### src/rtl/rf_cmd_sequencer.sv
// rf_cmd_sequencer: accepts one ALU-style command at a time and runs it against a 32x16
// register file (read sources, compute, write back, report).
// Optional feature: define RF_CMD_SEQ_TIMEOUT_EN to abort register-file accesses that never
// complete within TIMEOUT_CYC cycles (pulses err and returns to idle without write-back).
module rf_cmd_sequencer #(
    parameter int unsigned TIMEOUT_CYC = 8
) (
    input  logic        clk,
    input  logic        rst,
    input  logic        cmd_valid,
    output logic        cmd_ready,
    input  logic [2:0]  cmd_op,
    input  logic [4:0]  cmd_rd,
    input  logic [4:0]  cmd_rs1,
    input  logic [4:0]  cmd_rs2,
    input  logic [15:0] cmd_imm,
    output logic [2:0]  rf_instr,
    output logic [4:0]  rf_read1,
    output logic [4:0]  rf_read2,
    output logic [4:0]  rf_write,
    output logic [15:0] rf_writed,
    input  logic [15:0] rf_readd1,
    input  logic [15:0] rf_readd2,
    input  logic        rf_done,
    output logic [15:0] result,
    output logic        result_valid,
    output logic        busy,
    output logic        err
);

    localparam logic [2:0] OpNop  = 3'b000;
    localparam logic [2:0] OpAdd  = 3'b001;
    localparam logic [2:0] OpSub  = 3'b010;
    localparam logic [2:0] OpAnd  = 3'b011;
    localparam logic [2:0] OpOr   = 3'b100;
    localparam logic [2:0] OpXor  = 3'b101;
    localparam logic [2:0] OpAddi = 3'b110;
    localparam logic [2:0] OpLdi  = 3'b111;

    typedef enum logic [2:0] {
        StIdle,
        StRead,
        StExec,
        StWrite,
        StDone
    } state_e;

    state_e      r_state;
    state_e      w_state_d;

    logic [2:0]  r_op;
    logic [4:0]  r_rd;
    logic [4:0]  r_rs1;
    logic [4:0]  r_rs2;
    logic [15:0] r_imm;
    logic [15:0] r_opa;
    logic [15:0] r_opb;
    logic [15:0] r_wdata;
    logic [15:0] r_result;
    logic [15:0] w_alu;

    logic        w_accept;

    assign w_accept = (r_state == StIdle) && cmd_valid;

`ifdef RF_CMD_SEQ_TIMEOUT_EN
    localparam int unsigned WaitW = (TIMEOUT_CYC > 1) ? $clog2(TIMEOUT_CYC) : 1;
    localparam logic [WaitW-1:0] WaitLast = WaitW'(TIMEOUT_CYC - 1);

    logic [WaitW-1:0] r_wait;
    logic             w_timeout;
    logic             r_err;

    // A done in the final allowed cycle still completes the access.
    assign w_timeout = ((r_state == StRead) || (r_state == StWrite)) && !rf_done &&
                       (r_wait == WaitLast);

    // Wait counter: restarts on every state change, counts only while an access is pending.
    always_ff @(posedge clk) begin
        if (rst) begin
            r_wait <= '0;
        end else if (w_state_d != r_state) begin
            r_wait <= '0;
        end else if ((r_state == StRead) || (r_state == StWrite)) begin
            r_wait <= r_wait + 1'b1;
        end
    end

    // Abort pulse, registered so it appears in the first idle cycle after the abort.
    always_ff @(posedge clk) begin
        if (rst) begin
            r_err <= 1'b0;
        end else begin
            r_err <= w_timeout;
        end
    end

    assign err = r_err;
`else
    logic w_unused_timeout;

    // The limit only matters when the timeout logic is built in.
    assign w_unused_timeout = (TIMEOUT_CYC != 0);
    assign err              = 1'b0;
`endif

    // State register.
    always_ff @(posedge clk) begin
        if (rst) begin
            r_state <= StIdle;
        end else begin
            r_state <= w_state_d;
        end
    end

    // Next-state logic.
    always_comb begin
        w_state_d = r_state;
        unique case (r_state)
            StIdle: begin
                if (cmd_valid) begin
                    if (cmd_op == OpNop) begin
                        w_state_d = StDone;
                    end else if (cmd_op == OpLdi) begin
                        w_state_d = StExec;
                    end else begin
                        w_state_d = StRead;
                    end
                end
            end
            StRead: begin
                if (rf_done) begin
                    w_state_d = StExec;
                end
`ifdef RF_CMD_SEQ_TIMEOUT_EN
                else if (w_timeout) begin
                    w_state_d = StIdle;
                end
`endif
            end
            StExec: begin
                w_state_d = StWrite;
            end
            StWrite: begin
                if (rf_done) begin
                    w_state_d = StDone;
                end
`ifdef RF_CMD_SEQ_TIMEOUT_EN
                else if (w_timeout) begin
                    w_state_d = StIdle;
                end
`endif
            end
            StDone: begin
                w_state_d = StIdle;
            end
            default: begin
                w_state_d = StIdle;
            end
        endcase
    end

    // Command fields are captured once at acceptance and held for the whole command.
    always_ff @(posedge clk) begin
        if (rst) begin
            r_op  <= OpNop;
            r_rd  <= '0;
            r_rs1 <= '0;
            r_rs2 <= '0;
            r_imm <= '0;
        end else if (w_accept) begin
            r_op  <= cmd_op;
            r_rd  <= cmd_rd;
            r_rs1 <= cmd_rs1;
            r_rs2 <= cmd_rs2;
            r_imm <= cmd_imm;
        end
    end

    // Operands are only valid in the cycle the register file reports done.
    always_ff @(posedge clk) begin
        if (rst) begin
            r_opa <= '0;
            r_opb <= '0;
        end else if ((r_state == StRead) && rf_done) begin
            r_opa <= rf_readd1;
            r_opb <= rf_readd2;
        end
    end

    // ALU, evaluated on the latched operands.
    always_comb begin
        w_alu = 16'h0000;
        unique case (r_op)
            OpAdd:   w_alu = r_opa + r_opb;
            OpSub:   w_alu = r_opa - r_opb;
            OpAnd:   w_alu = r_opa & r_opb;
            OpOr:    w_alu = r_opa | r_opb;
            OpXor:   w_alu = r_opa ^ r_opb;
            OpAddi:  w_alu = r_opa + r_imm;
            OpLdi:   w_alu = r_imm;
            default: w_alu = 16'h0000;
        endcase
    end

    // Write-back data is computed in EXEC; the visible result only changes once the write
    // has been acknowledged, so an aborted command never disturbs it.
    always_ff @(posedge clk) begin
        if (rst) begin
            r_wdata  <= '0;
            r_result <= '0;
        end else begin
            if (r_state == StExec) begin
                r_wdata <= w_alu;
            end
            if ((r_state == StWrite) && rf_done) begin
                r_result <= r_wdata;
            end
        end
    end

    // Register-file request, decoded from state so it drops the cycle after done.
    always_comb begin
        rf_instr = 3'b000;
        unique case (r_state)
            StRead:  rf_instr = (r_op == OpAddi) ? 3'b100 : 3'b110;
            StWrite: rf_instr = 3'b001;
            default: rf_instr = 3'b000;
        endcase
    end

    assign rf_read1     = r_rs1;
    assign rf_read2     = r_rs2;
    assign rf_write     = r_rd;
    assign rf_writed    = r_wdata;
    assign result       = r_result;
    assign result_valid = (r_state == StDone);
    assign cmd_ready    = (r_state == StIdle);
    assign busy         = (r_state != StIdle);

endmodule
### config.mk
export PLATFORM = sky130hd
export DESIGN_NAME = rf_cmd_sequencer
export DESIGN_NICKNAME = d
export VERILOG_FILES = /design/src/rtl/rf_cmd_sequencer.sv
export SDC_FILE = /design/constraint.sdc
export NUM_CORES = 1
export LEC_CHECK = 0
export BUFFER_PORTS_ARGS = -buffer_cell sky130_fd_sc_hd__buf_4
export CORE_UTILIZATION = 56
export CTS_BUF_LIST = sky130_fd_sc_hd__clkbuf_16
export CTS_CLUSTER_SIZE = 12
export DETAILED_ROUTE_END_ITERATION = 10
export HOLD_SLACK_MARGIN = 0.06
export MAX_ROUTING_LAYER = met4
export PLACE_DENSITY = 0.84
export SETUP_SLACK_MARGIN = 0.2
export SLEW_MARGIN = 20
export SYNTH_ARGS = -nofsm -noshare
export SYNTH_HDL_FRONTEND = slang
export SYNTH_SLANG_ARGS = --single-unit
### constraint.sdc
create_clock -name clk -period 4.7 [get_ports clk]
set_input_delay 0.705 -clock clk [delete_from_list [all_inputs] [get_ports clk]]
set_output_delay 0.705 -clock clk [all_outputs]
set_load 0.02 [all_outputs]
==> metrics.log, run 1 <==
INFO  metric clock-sinks = 101
INFO  metric cts-buffers-inserted = 9
INFO  metric synthCells = 811
INFO  metric wl_per_cell = 16.9 um
INFO  metric dieWidth = 106 um
INFO  metric maxCapViolations = 0
INFO  metric fin_crit = 3.90 ns
INFO  metric drt_wl_total = 17.5 mm
INFO  metric postSynthNetCount = 933
INFO  metric mappedNetlistArea = 6000 sq um
INFO  metric actual_transition_at_the_worst_max_transition_pin = 1.02 ns
INFO  metric crit_path_start_kind = register
INFO  metric grt_start_max_net_pins = 103
INFO  metric grt_usage = 32.6%
INFO  metric overflow = 0
INFO  metric crit_path_max_incr_delay = 0.55 ns
INFO  metric relative_slew_slack = 32.2%
INFO  metric final_layout_size_suffix_gt1_share = 18.3%
INFO  metric synth_edf_count = 0
INFO  metric cts.clk_slew.worst_paths = 0.07 ns
INFO  metric syn-mean-instance-area = 7.40 sq um
INFO  metric yosys_most_used_dff = dfxtp_1
INFO  metric synth.yosys.warnings = 0
INFO  metric design.final.nets = 1017
INFO  metric fin_worst_hold_slack = 0.458 ns
INFO  metric antenna_violations_before_repair = 0
INFO  metric async_flop_share = 0%
INFO  metric switchingPower = 0.841 mW
INFO  metric areaGrowthSynthToFinish = 20.1%
INFO  metric detail_route.vias_per_cell = 5.86
INFO  metric cts_root_buffer = clkbuf_16
INFO  metric row_count = 37
INFO  metric worstReg2RegStart = r_opb[0]$_SDFFE_PP0P_
INFO  metric worst_clock_skew = 0.0103 ns
INFO  metric htree_num_levels = 3
INFO  metric timing.hold.worst.start = result[12]$_SDFFE_PP0P_
INFO  metric clock_insertion_delay_worst_skew = 0.35 ns
INFO  metric seq_power_share = 41.8%
INFO  metric post_cts.resized_instances = 0
INFO  metric core = 10400 sq um
INFO  metric max-clock-path-buffers = 2
INFO  metric power_density = 332 nW/um^2
INFO  metric hold_path_class = register to register
INFO  metric p_sw_share = 35.1%
INFO  metric worstPathCellList = inv_1, ha_1, nor3b_1, nand4_1, o311ai_0, o21ai_0, a22oi_1, ha_1, a21oi_1, nor2b_1, a211o_1, a21oi_1, o21ai_0, xor2_1, o22ai_1
INFO  metric worstSetupStartpoint = r_opb[0]$_SDFFE_PP0P_
INFO  metric floorplan.die_area = 11100 sq um
INFO  metric combinationalPowerShare = 28.8%
INFO  metric route.detailed.drc = 0
INFO  metric fillers = 870
INFO  metric yosysSeqAreaShare = 33.7%
INFO  metric rsz0062_at_grt = false
INFO  metric irDropWorstVdd = 0.187 mV
INFO  metric hold_buffers = 0
INFO  metric timing_max_transition_violations_final = 0
INFO  metric synth_cell_types = 63
INFO  metric timing.critical_path.required = 4.88 ns
INFO  metric clock_power_share = 29.4%
INFO  metric tritoncts = done
INFO  metric drt_initial_violations = 460
INFO  metric finalSetupTns = 0 ns
INFO  metric status = finished, final reports clean
INFO  metric grt_pass1_wl = 28.1 mm
INFO  metric stdcell_count = 1036
INFO  metric clock.fmax = 0.256 GHz
INFO  metric post-dp-hpwl = 12.7 mm
INFO  metric worst-path-max-fanout = 8
INFO  metric detail-route-antenna-nets = 0
INFO  metric cp_data_arrival_time = 4.08 ns
INFO  metric firstDrtPassIters = 6
INFO  metric synth_seq_cells = 101
INFO  metric routabilityCongestion = 0.926
INFO  metric initial_core_util = 57.9%
INFO  metric critical_path_class = register to register
INFO  metric power.leakage = 3.03 nW
INFO  metric critical-path-slowest-cell = nor3b_1
INFO  metric end_kind = register
INFO  metric vias = 6066
INFO  metric dieHeight = 106 um
INFO  metric port_buffers = 122
INFO  metric timing.final.crit_share = 83.0%
INFO  metric internal_power = 1.55 mW
INFO  metric placed_cells = 1020
INFO  metric hold_viol = 0
INFO  metric diodes = 0
INFO  metric timing.final.setup_violations = 0
INFO  metric ios = 124
INFO  metric postCtsSetupRepairBufs = 0
INFO  metric via_count_of_the_first_global_routing_pass = 5667
[synthesized netlist by cell type (3+ instances only)]
cell | number | share of area (%)
a21o_1 | 5 | 0.63
a21oi_1 | 113 | 9.4
a221o_1 | 3 | 0.50
a221oi_1 | 3 | 0.44
a222oi_1 | 6 | 1.0
a22o_1 | 4 | 0.58
a22oi_1 | 11 | 1.4
a2bb2oi_1 | 3 | 0.44
a31oi_1 | 6 | 0.63
and2_1 | 4 | 0.42
and3_1 | 4 | 0.42
buf_1 | 6 | 0.38
clkbuf_1 | 48 | 3.0
dfxtp_1 | 101 | 34
ha_1 | 51 | 11
inv_1 | 42 | 2.6
mux2_2 | 12 | 2.3
nand2_1 | 203 | 13
nand2b_1 | 3 | 0.31
nand3_1 | 8 | 0.67
nand4_1 | 4 | 0.42
nor2_1 | 34 | 2.1
nor2b_1 | 7 | 0.73
nor3_1 | 24 | 2.0
o21ai_0 | 43 | 3.6
o22ai_1 | 11 | 1.1
or3_1 | 3 | 0.31
xnor2_1 | 9 | 1.3
xor2_1 | 3 | 0.44
[worst max-delay path: cells and delay by family (launching register included)]
kind	cells	cell delay [ns]
AOI/OAI and AO/OA	8	1.63
xor gates and xnor gates	1	0.14
adders and majority gates	2	0.57
buffers and inverters	1	0.13
DFF	1	0.36
and+or+nand+nor	3	0.91
[cells in the final DEF, fill, tap and decap left out, drive strengths merged, types with 5 or more instances in the layout]
master,instances
nor2b,7
a31oi,6
inv,45
nor3,24
mux2,12
o21ai,44
a21o,5
a21oi,113
xnor2,9
nand2,204
a222oi,6
buf,129
nor2,34
ha,51
nand3,8
dfxtp,101
clkbuf,9
a22oi,11
o22ai,11
[final cells by class]
cell class,instances,area (sq um),area share [%]
Tap cell,136,170,2.36
Clock inverter,7,50.0,0.694
Inverter,42,158,2.19
Timing Repair Buffer,129,968,13.4
Clock buffer,9,225,3.12
Multi-Input combinational cell,612,3610,50.1
Sequential cell,101,2020,28.1
[sequential cells by signal (all words and copies together) (netlist names)]
signal,cells
r_op,3
rf_write,5
r_opa,16
r_opb,16
rf_writed,16
r_state,3
rf_read1,5
result,16
rf_read2,5
r_imm,16
[through the flow]
stage | power, mW | setup WS [ns] | utilization (%) | instance area, sq um
after floorplan | 1.47 | 1.43 | - | 6000
after global placement | 1.68 | 1.03 | 66.8 | 6930
after detailed placement | 1.69 | 0.936 | 66.8 | 6930
after CTS | 2.39 | 0.895 | 69.4 | 7200
after global routing | 2.52 | 0.566 | 69.5 | 7210
final | 2.39 | 0.797 | 69.5 | 7210
[power by group through the flow]
stage	combinational [mW]	clock (mW)	sequential [mW]
final	0.690	0.704	0.999
after global routing	0.763	0.750	1.01
after CTS	0.681	0.712	0.997
after detailed placement	0.678	0	1.02
after global placement	0.663	0	1.01
after floorplan	0.470	0	0.996
[layer usage]
layer / global-route usage [%] / share of wire [%]
met1: 41.5 / 43
met2: 54.4 / 49
met3: 2.84 / 5.7
met4: 11.7 / 2.1
met5: - / 0
[cell families after synthesis]
group	Yosys count	share of synthesized area [%]
fa+ha+maj	52	11.0
other cells	1	0.0625
compound gates	227	22.5
xor+xnor	12	1.75
mux	15	2.96
buf+inv	98	6.21
flops	101	33.7
simple gates	305	21.8
[path summary, 6_finish.rpt]
path | end | slack (ns) | cells past startpoint
setup / recovery | rf_writed[15]$_SDFFE_PP0P_ | 0.80 | 15
hold / removal | result[12]$_SDFFE_PP0P_ | 0.46 | 2
setup reg to reg | rf_writed[15]$_SDFFE_PP0P_ | 0.80 | 15
hold reg to reg | result[12]$_SDFFE_PP0P_ | 0.46 | 2
(Power assumes the default switching activity.)
==> run 2: changes to the inputs <==
- ABC_AREA: unset -> 1
- CORE_UTILIZATION: 56 -> 50
- PLACE_DENSITY: 0.84 -> 0.8
- clock period: 4.7 -> 3.2 ns (I/O delays scaled with it)
==> metrics.log, run 2 <==
INFO  metric dieWidth = 110 um
INFO  metric fin_crit = 2.80 ns
INFO  metric clock.fmax = 0.358 GHz
INFO  metric clock-sinks = 101
INFO  metric worst_r2r_path_depth = 18
INFO  metric irDropWorstVdd = 0.466 mV
INFO  metric yosysSeqAreaShare = 34.6%
INFO  metric yosys_most_used_dff = dfxtp_1
INFO  metric pre_cts_slack = 0.144 ns
INFO  metric floorplan.die_area = 12100 sq um
INFO  metric actual_transition_at_the_worst_max_transition_pin = 1.07 ns
INFO  metric synth_top_cell_area_share = 34.6%
INFO  metric end_kind = register
INFO  metric main_combinational_cell_family_by_area_after_synthesis = simple AND/OR/NAND/NOR gates
INFO  metric ys_top_cells_by_count = nand2_1, dfxtp_1, a21oi_1
INFO  metric design.final.nets = 1030
INFO  metric drt_initial_violations = 560
INFO  metric ios = 124
INFO  metric cts-buffers-inserted = 9
INFO  metric areaGrowthSynthToFinish = 24.8%
INFO  metric firstDrtPassIters = 5
INFO  metric detail-route-antenna-nets = 0
INFO  metric grt_pass1_wl = 25.5 mm
INFO  metric finalSetupTns = 0 ns
INFO  metric layout.cells.most_common_list = nand2_1, buf_4, dfxtp_1, a21oi_1, nor2_1
INFO  metric multiInputGateArea = 3510 sq um
INFO  metric synthesized_area_fraction_occupied_by_adder_cells = 11.3%
INFO  metric synth.yosys.warnings = 0
INFO  metric cts_root_buffer = clkbuf_16
INFO  metric area.sequential = 2020 sq um
INFO  metric wl_per_cell = 15.1 um
INFO  metric port_buffers = 122
INFO  metric power.leakage = 3.24 nW
INFO  metric hold_path_class = primary input to register
INFO  metric timing.hold.worst.start = cmd_rs1[3]
INFO  metric power_density = 593 nW/um^2
INFO  metric row_count = 39
INFO  metric layout_commonest_cell = nand2_1
INFO  metric final_area = 7280 sq um
INFO  metric worst_hold_path.num_cells = 3
INFO  metric tritoncts = done
INFO  metric async_flop_share = 0%
INFO  metric hold_buffers = 0
INFO  metric post_synth_xor_area_fraction = 1.80%
INFO  metric route.detailed.drc = 0
INFO  metric synth_compound_area_share = 20.6%
INFO  metric worst_clock_skew = 0.00627 ns
INFO  metric worst-path-max-fanout = 6
INFO  metric hold_viol = 0
INFO  metric postSynthNetCount = 926
INFO  metric reg2reg_slack = 0.40 ns
INFO  metric routabilityCongestion = 0.960
INFO  metric syn-mean-instance-area = 7.26 sq um
INFO  metric initial_core_util = 51.1%
INFO  metric post-dp-hpwl = 11.6 mm
INFO  metric timing_max_transition_violations_final = 0
INFO  metric final_layout_size_suffix_gt1_share = 21.0%
INFO  metric relative_slew_slack = 28.8%
INFO  metric worstReg2RegEnd = rf_writed[10]$_SDFFE_PP0P_
INFO  metric cp_data_arrival_time = 3.06 ns
INFO  metric overflow = 0
INFO  metric crit_path_start_kind = register
INFO  metric core = 11400 sq um
INFO  metric grt_usage = 28.1%
INFO  metric synth.mux.area_fraction = 0%
INFO  metric holdPathEnd = rf_read1[3]$_SDFFE_PP0P_
INFO  metric timing.final.setup_violations = 0
INFO  metric critical_path_class = register to register
INFO  metric status = finished, final reports clean
INFO  metric antenna_violations_before_repair = 0
INFO  metric synth_edf_count = 0
INFO  metric clock_insertion_delay_worst_skew = 0.35 ns
INFO  metric rsz0062_at_grt = true
INFO  metric grt_start_max_net_pins = 102
INFO  metric max-clock-path-buffers = 2
INFO  metric synth_seq_cells = 101
INFO  metric worstReg2RegStart = r_op[2]$_SDFFE_PP0P_
INFO  metric fillers = 1060
INFO  metric vias = 5846
INFO  metric detailed_place.area = 6840 sq um
INFO  metric via_count_of_the_first_global_routing_pass = 5188
INFO  metric synth_largest_area_cell = dfxtp_1
INFO  metric timing.critical_path.required = 3.47 ns
INFO  metric maxCapViolations = 0
INFO  metric htree_num_levels = 3
INFO  metric drt_wl_total = 15.9 mm
INFO  metric netlist_top_cells_area = dfxtp_1, ha_1, nand2_1, a21oi_1, nand3_1
INFO  metric detail_route.vias_per_cell = 5.54
INFO  metric synthCells = 804
INFO  metric mappedNetlistArea = 5840 sq um
INFO  metric dieHeight = 110 um
INFO  metric timing.final.crit_share = 87.4%
INFO  metric yosys.area_share.simple = 24.1%
INFO  metric diodes = 0
INFO  metric fin_worst_hold_slack = 0.405 ns
INFO  metric cts.clk_slew.worst_paths = 0.07 ns
INFO  metric synth_most_common_cell = nand2_1
INFO  metric synth_cell_types = 40
INFO  metric post_layout_worst_setup_margin = 0.404 ns
==> run 2: worst max path at each step <==
stage                                from                          to
detailed placement  r_opb[0]$_SDFFE_PP0P_  rf_writed[15]$_SDFFE_PP0P_
CTS                 r_opb[0]$_SDFFE_PP0P_  rf_writed[15]$_SDFFE_PP0P_
global placement    r_opb[0]$_SDFFE_PP0P_  rf_writed[15]$_SDFFE_PP0P_
global route        r_opb[0]$_SDFFE_PP0P_  rf_writed[13]$_SDFFE_PP0P_
floorplan           r_opb[0]$_SDFFE_PP0P_  rf_writed[15]$_SDFFE_PP0P_
finish               r_op[2]$_SDFFE_PP0P_  rf_writed[10]$_SDFFE_PP0P_
==> run 2: routing by layer <==
| metal | global-route usage (%) | vias up | wire length [um] |
|---|---|---|---|
| met5 | - | - | 0 |
| met3 | 5.17 | 17 | 1030 |
| met2 | 41.6 | 218 | 6890 |
| met4 | 7.90 | 0 | 243 |
| met1 | 39.2 | 2650 | 7760 |
| li1 | - | 2961 | - |
==> run 2: final cells by class <==
class / count / area share, %
inverters: 74 / 3.85
clock inverters: 7 / 0.910
repair buffers: 133 / 13.7
multi-input cells: 589 / 48.2
flip-flops and latches: 101 / 27.8
well taps: 143 / 2.46
clock buffers: 9 / 3.09
==> run 2: per-stage QoR <==
step,std cells,util [%],power (mW)
2_1_floorplan,804,-,2.65
3_3_place_gp,1038,59.9,3.09
3_5_place_dp,1038,59.9,3.11
4_1_cts,1055,62.6,4.22
5_1_grt,1056,63.8,4.59
6_report,1056,63.8,4.32
==> run 2: logic make-up (layout without fill, tap and decap cells) <==
group / Yosys count / after routing
AND/OR/NAND/NOR: 328 / 328
AO/OA/AOI/OAI: 196 / 196
buffers and inverters: 114 / 223
flip-flops: 101 / 101
adder cells (fa/ha/maj): 52 / 52
XOR/XNOR: 12 / 12
other: 1 / 1
==> run 2: where the power goes <==
| group | switching, mW | internal (mW) |
|---|---|---|
| Clock | 0.482 | 0.602 |
| Combinational | 1.06 | 0.642 |
| Sequential | 0.136 | 1.40 |
| Total | 1.68 | 2.64 |
==> run 2: repair_timing <==
| item | CTS | global route |
|---|---|---|
| setup endpoints to repair | 1 | 10 |
| hold endpoints to repair | 0 | 0 |
| resized for setup | 2 | 35 |
| buffers inserted | 1 | 1 |
| pin swaps | 1 | 8 |
==> run 2: critical path, stage by stage, from the launching register on <==
cell      delay [ns]
dfxtp_1         0.52
nand2_2         0.14
o21ai_0         0.25
ha_1            0.23
inv_1           0.06
fa_1            0.36
inv_1           0.08
nand2_1         0.07
nand2_1         0.06
nand2_1         0.05
nand2_1         0.12
nand3_1         0.10
nand2_2         0.12
nand3_1         0.12
nand3b_1        0.12
nand3_1         0.08
nand2_1         0.08
nand2_1         0.05
a21oi_1         0.12
==> run 3: changes to the inputs <==
- CELL_PAD_IN_SITES_DETAIL_PLACEMENT: unset -> 1
- CELL_PAD_IN_SITES_GLOBAL_PLACEMENT: unset -> 1
- CORE_UTILIZATION: 50 -> 36
==> metrics.log, run 3 (same netlist as run 2, synthesis figures left out) <==
INFO  metric wl_per_cell = 17.2 um
INFO  metric dieWidth = 129 um
INFO  metric clock-sinks = 101
INFO  metric area.sequential = 2020 sq um
INFO  metric cts_root_buffer = clkbuf_16
INFO  metric layout_commonest_cell = nand2_1
INFO  metric post-dp-hpwl = 14.5 mm
INFO  metric worst-path-max-fanout = 6
INFO  metric drt_initial_violations = 278
INFO  metric routed_length_on_met2 = 8.83 mm
INFO  metric timing.final.crit_share = 90.1%
INFO  metric met3_length = 814 um
INFO  metric finalSetupTns = 0 ns
INFO  metric max-clock-path-buffers = 2
INFO  metric timing_max_transition_violations_final = 0
INFO  metric final_layout_size_suffix_gt1_share = 22.1%
INFO  metric initial_core_util = 36.9%
INFO  metric holdPathEnd = r_imm[2]$_SDFFE_PP0P_
INFO  metric worstPathCellList = inv_2, ha_4, nand3_2, nor2_2, nand2_2, nor2_2, nand2_1, xor2_1, a21oi_1, ha_4, a21oi_2, o21ai_0, a31oi_1, nand2_1, nand2_1, nand3_1, nand3_1, nand2_1, a21oi_1
INFO  metric power.leakage = 3.24 nW
INFO  metric via_count_of_the_first_global_routing_pass = 5916
INFO  metric design.final.nets = 1033
INFO  metric detail_route.vias_per_cell = 5.32
INFO  metric worst_path_most_repeated_cell = nand2_1
INFO  metric end_kind = register
INFO  metric diodes = 0
INFO  metric actual_transition_at_the_worst_max_transition_pin = 0.878 ns
INFO  metric htree_num_levels = 3
INFO  metric irDropWorstVdd = 0.293 mV
INFO  metric grt_start_max_net_pins = 57
INFO  metric worst_clock_skew = 0.0117 ns
INFO  metric cts.clk_slew.worst_paths = 0.07 ns
INFO  metric stdcell_count = 1132
INFO  metric detail-route-antenna-nets = 0
INFO  metric worst_r2r_path_depth = 19
INFO  metric crit_path_start_kind = register
INFO  metric placed_cells = 1113
INFO  metric grt_pass1_wl = 31.2 mm
INFO  metric hold_viol = 0
INFO  metric worst_hold_path.num_cells = 3
INFO  metric floorplan.die_area = 16700 sq um
INFO  metric hold_path_class = primary input to register
INFO  metric top_signal_layer_used = met4
INFO  metric antenna_violations_before_repair = 0
INFO  metric clock.fmax = 0.347 GHz
INFO  metric worstReg2RegStart = r_opb[1]$_SDFFE_PP0P_
INFO  metric tritoncts = done
INFO  metric reg2reg_slack = 0.32 ns
INFO  metric row_count = 46
INFO  metric maxCapViolations = 0
INFO  metric core = 15800 sq um
INFO  metric drt_wl_total = 19.5 mm
INFO  metric timing.final.setup_violations = 0
INFO  metric firstDrtPassIters = 4
INFO  metric critical-path-slowest-cell = dfxtp_1
INFO  metric worst_path_dominant_cell_family = simple AND/OR/NAND/NOR gates
INFO  metric layout.core_utilization = 46.9%
INFO  metric dieHeight = 129 um
INFO  metric routabilityCongestion = 0.924
INFO  metric relative_slew_slack = 41.3%
INFO  metric areaGrowthSynthToFinish = 27.1%
INFO  metric route.detailed.drc = 0
INFO  metric ios = 124
INFO  metric layout.cells.most_common_list = nand2_1, buf_4, dfxtp_1, a21oi_1, nand3_1
INFO  metric status = finished, final reports clean
INFO  metric cts-buffers-inserted = 9
INFO  metric rsz0062_at_grt = true
INFO  metric fillers = 2012
INFO  metric worstReg2RegEnd = rf_writed[13]$_SDFFE_PP0P_
INFO  metric grt_usage = 24.9%
INFO  metric cp_data_arrival_time = 3.18 ns
INFO  metric critical_path_class = register to register
INFO  metric crit_path_max_incr_delay = 0.35 ns
INFO  metric overflow = 0
INFO  metric timing.critical_path.required = 3.50 ns
INFO  metric fin_crit = 2.88 ns
INFO  metric power_density = 594 nW/um^2
INFO  metric vias = 6023
INFO  metric multiInputGateArea = 3520 sq um
INFO  metric clock_insertion_delay_worst_skew = 0.37 ns
INFO  metric timing.hold.worst.start = cmd_imm[2]
INFO  metric met1_length = 9.65 mm
INFO  metric critical_path_buf_inv_count = 1
INFO  metric port_buffers = 122
[run 3: cell count changes in the layout (fill, tap and decap cells not counted), moves of 2 or more]
cell     before  now
inv_1        66   64
nor2_1       74   71
buf_4       133  135
o21ai_0      17   15
o21ai_1       1    3
nor2_2        4    7
[run 3: how the worst max path moves through the flow]
| stage | startpoint | end | slack (ns) | cells past startpoint |
|---|---|---|---|---|
| 2_1_floorplan | r_opb[0]$_SDFFE_PP0P_ | rf_writed[15]$_SDFFE_PP0P_ | 0.57 | 19 |
| 3_3_place_gp | r_opb[0]$_SDFFE_PP0P_ | rf_writed[15]$_SDFFE_PP0P_ | 0.30 | 19 |
| 3_5_place_dp | r_opb[0]$_SDFFE_PP0P_ | rf_writed[15]$_SDFFE_PP0P_ | 0.20 | 19 |
| 4_1_cts | r_opb[0]$_SDFFE_PP0P_ | rf_writed[15]$_SDFFE_PP0P_ | 0.19 | 19 |
| 5_1_grt | r_opb[1]$_SDFFE_PP0P_ | rf_writed[11]$_SDFFE_PP0P_ | 0.14 | 18 |
| 6_report | r_opb[1]$_SDFFE_PP0P_ | rf_writed[13]$_SDFFE_PP0P_ | 0.32 | 19 |
[run 3: layout make-up]
cell class,instances,share of cell area (%)
multi-input combinational,589,47.5
timing repair buffer,136,13.9
tap,216,3.64
inverter,74,3.78
clock inverter,7,0.827
clock buffer,9,3.04
sequential,101,27.3
[run 3: where the power goes]
group | switching [mW] | internal (mW)
sequential | 0.145 | 1.40
clock | 0.549 | 0.537
combinational | 1.12 | 0.651
total | 1.82 | 2.58
[run 3: tightest hold or removal path, cell delays in order]
cell and delay, ns:
buf_4 0.11, nand3_1 0.07, a21oi_1 0.06
[run 3: metal layers]
metal | vias to the layer above | global-route usage [%]
met2 | 136 | 38.3
met4 | 0 | 5.61
met1 | 2887 | 33.9
met5 | - | -
met3 | 19 | 4.42
li1 | 2981 | -
[run 3: what timing repair did]
action,CTS,global route
pin swaps,0,3
setup endpoints to repair,2,10
resized for setup,2,42
buffers inserted,0,3
hold buffers,0,0
[run 3: metrics by stage]
step | instance area [sq um] | hold WS, ns | worst slack (ns) | power (mW)
global route | 7420 | 0.390 | 0.142 | 4.70
detailed placement | 6960 | 0.454 | 0.197 | 3.19
finish | 7420 | 0.393 | 0.318 | 4.40
CTS | 7260 | 0.384 | 0.186 | 4.29
floorplan | 5840 | 0.454 | 0.572 | 2.65
global placement | 6960 | 0.449 | 0.297 | 3.15
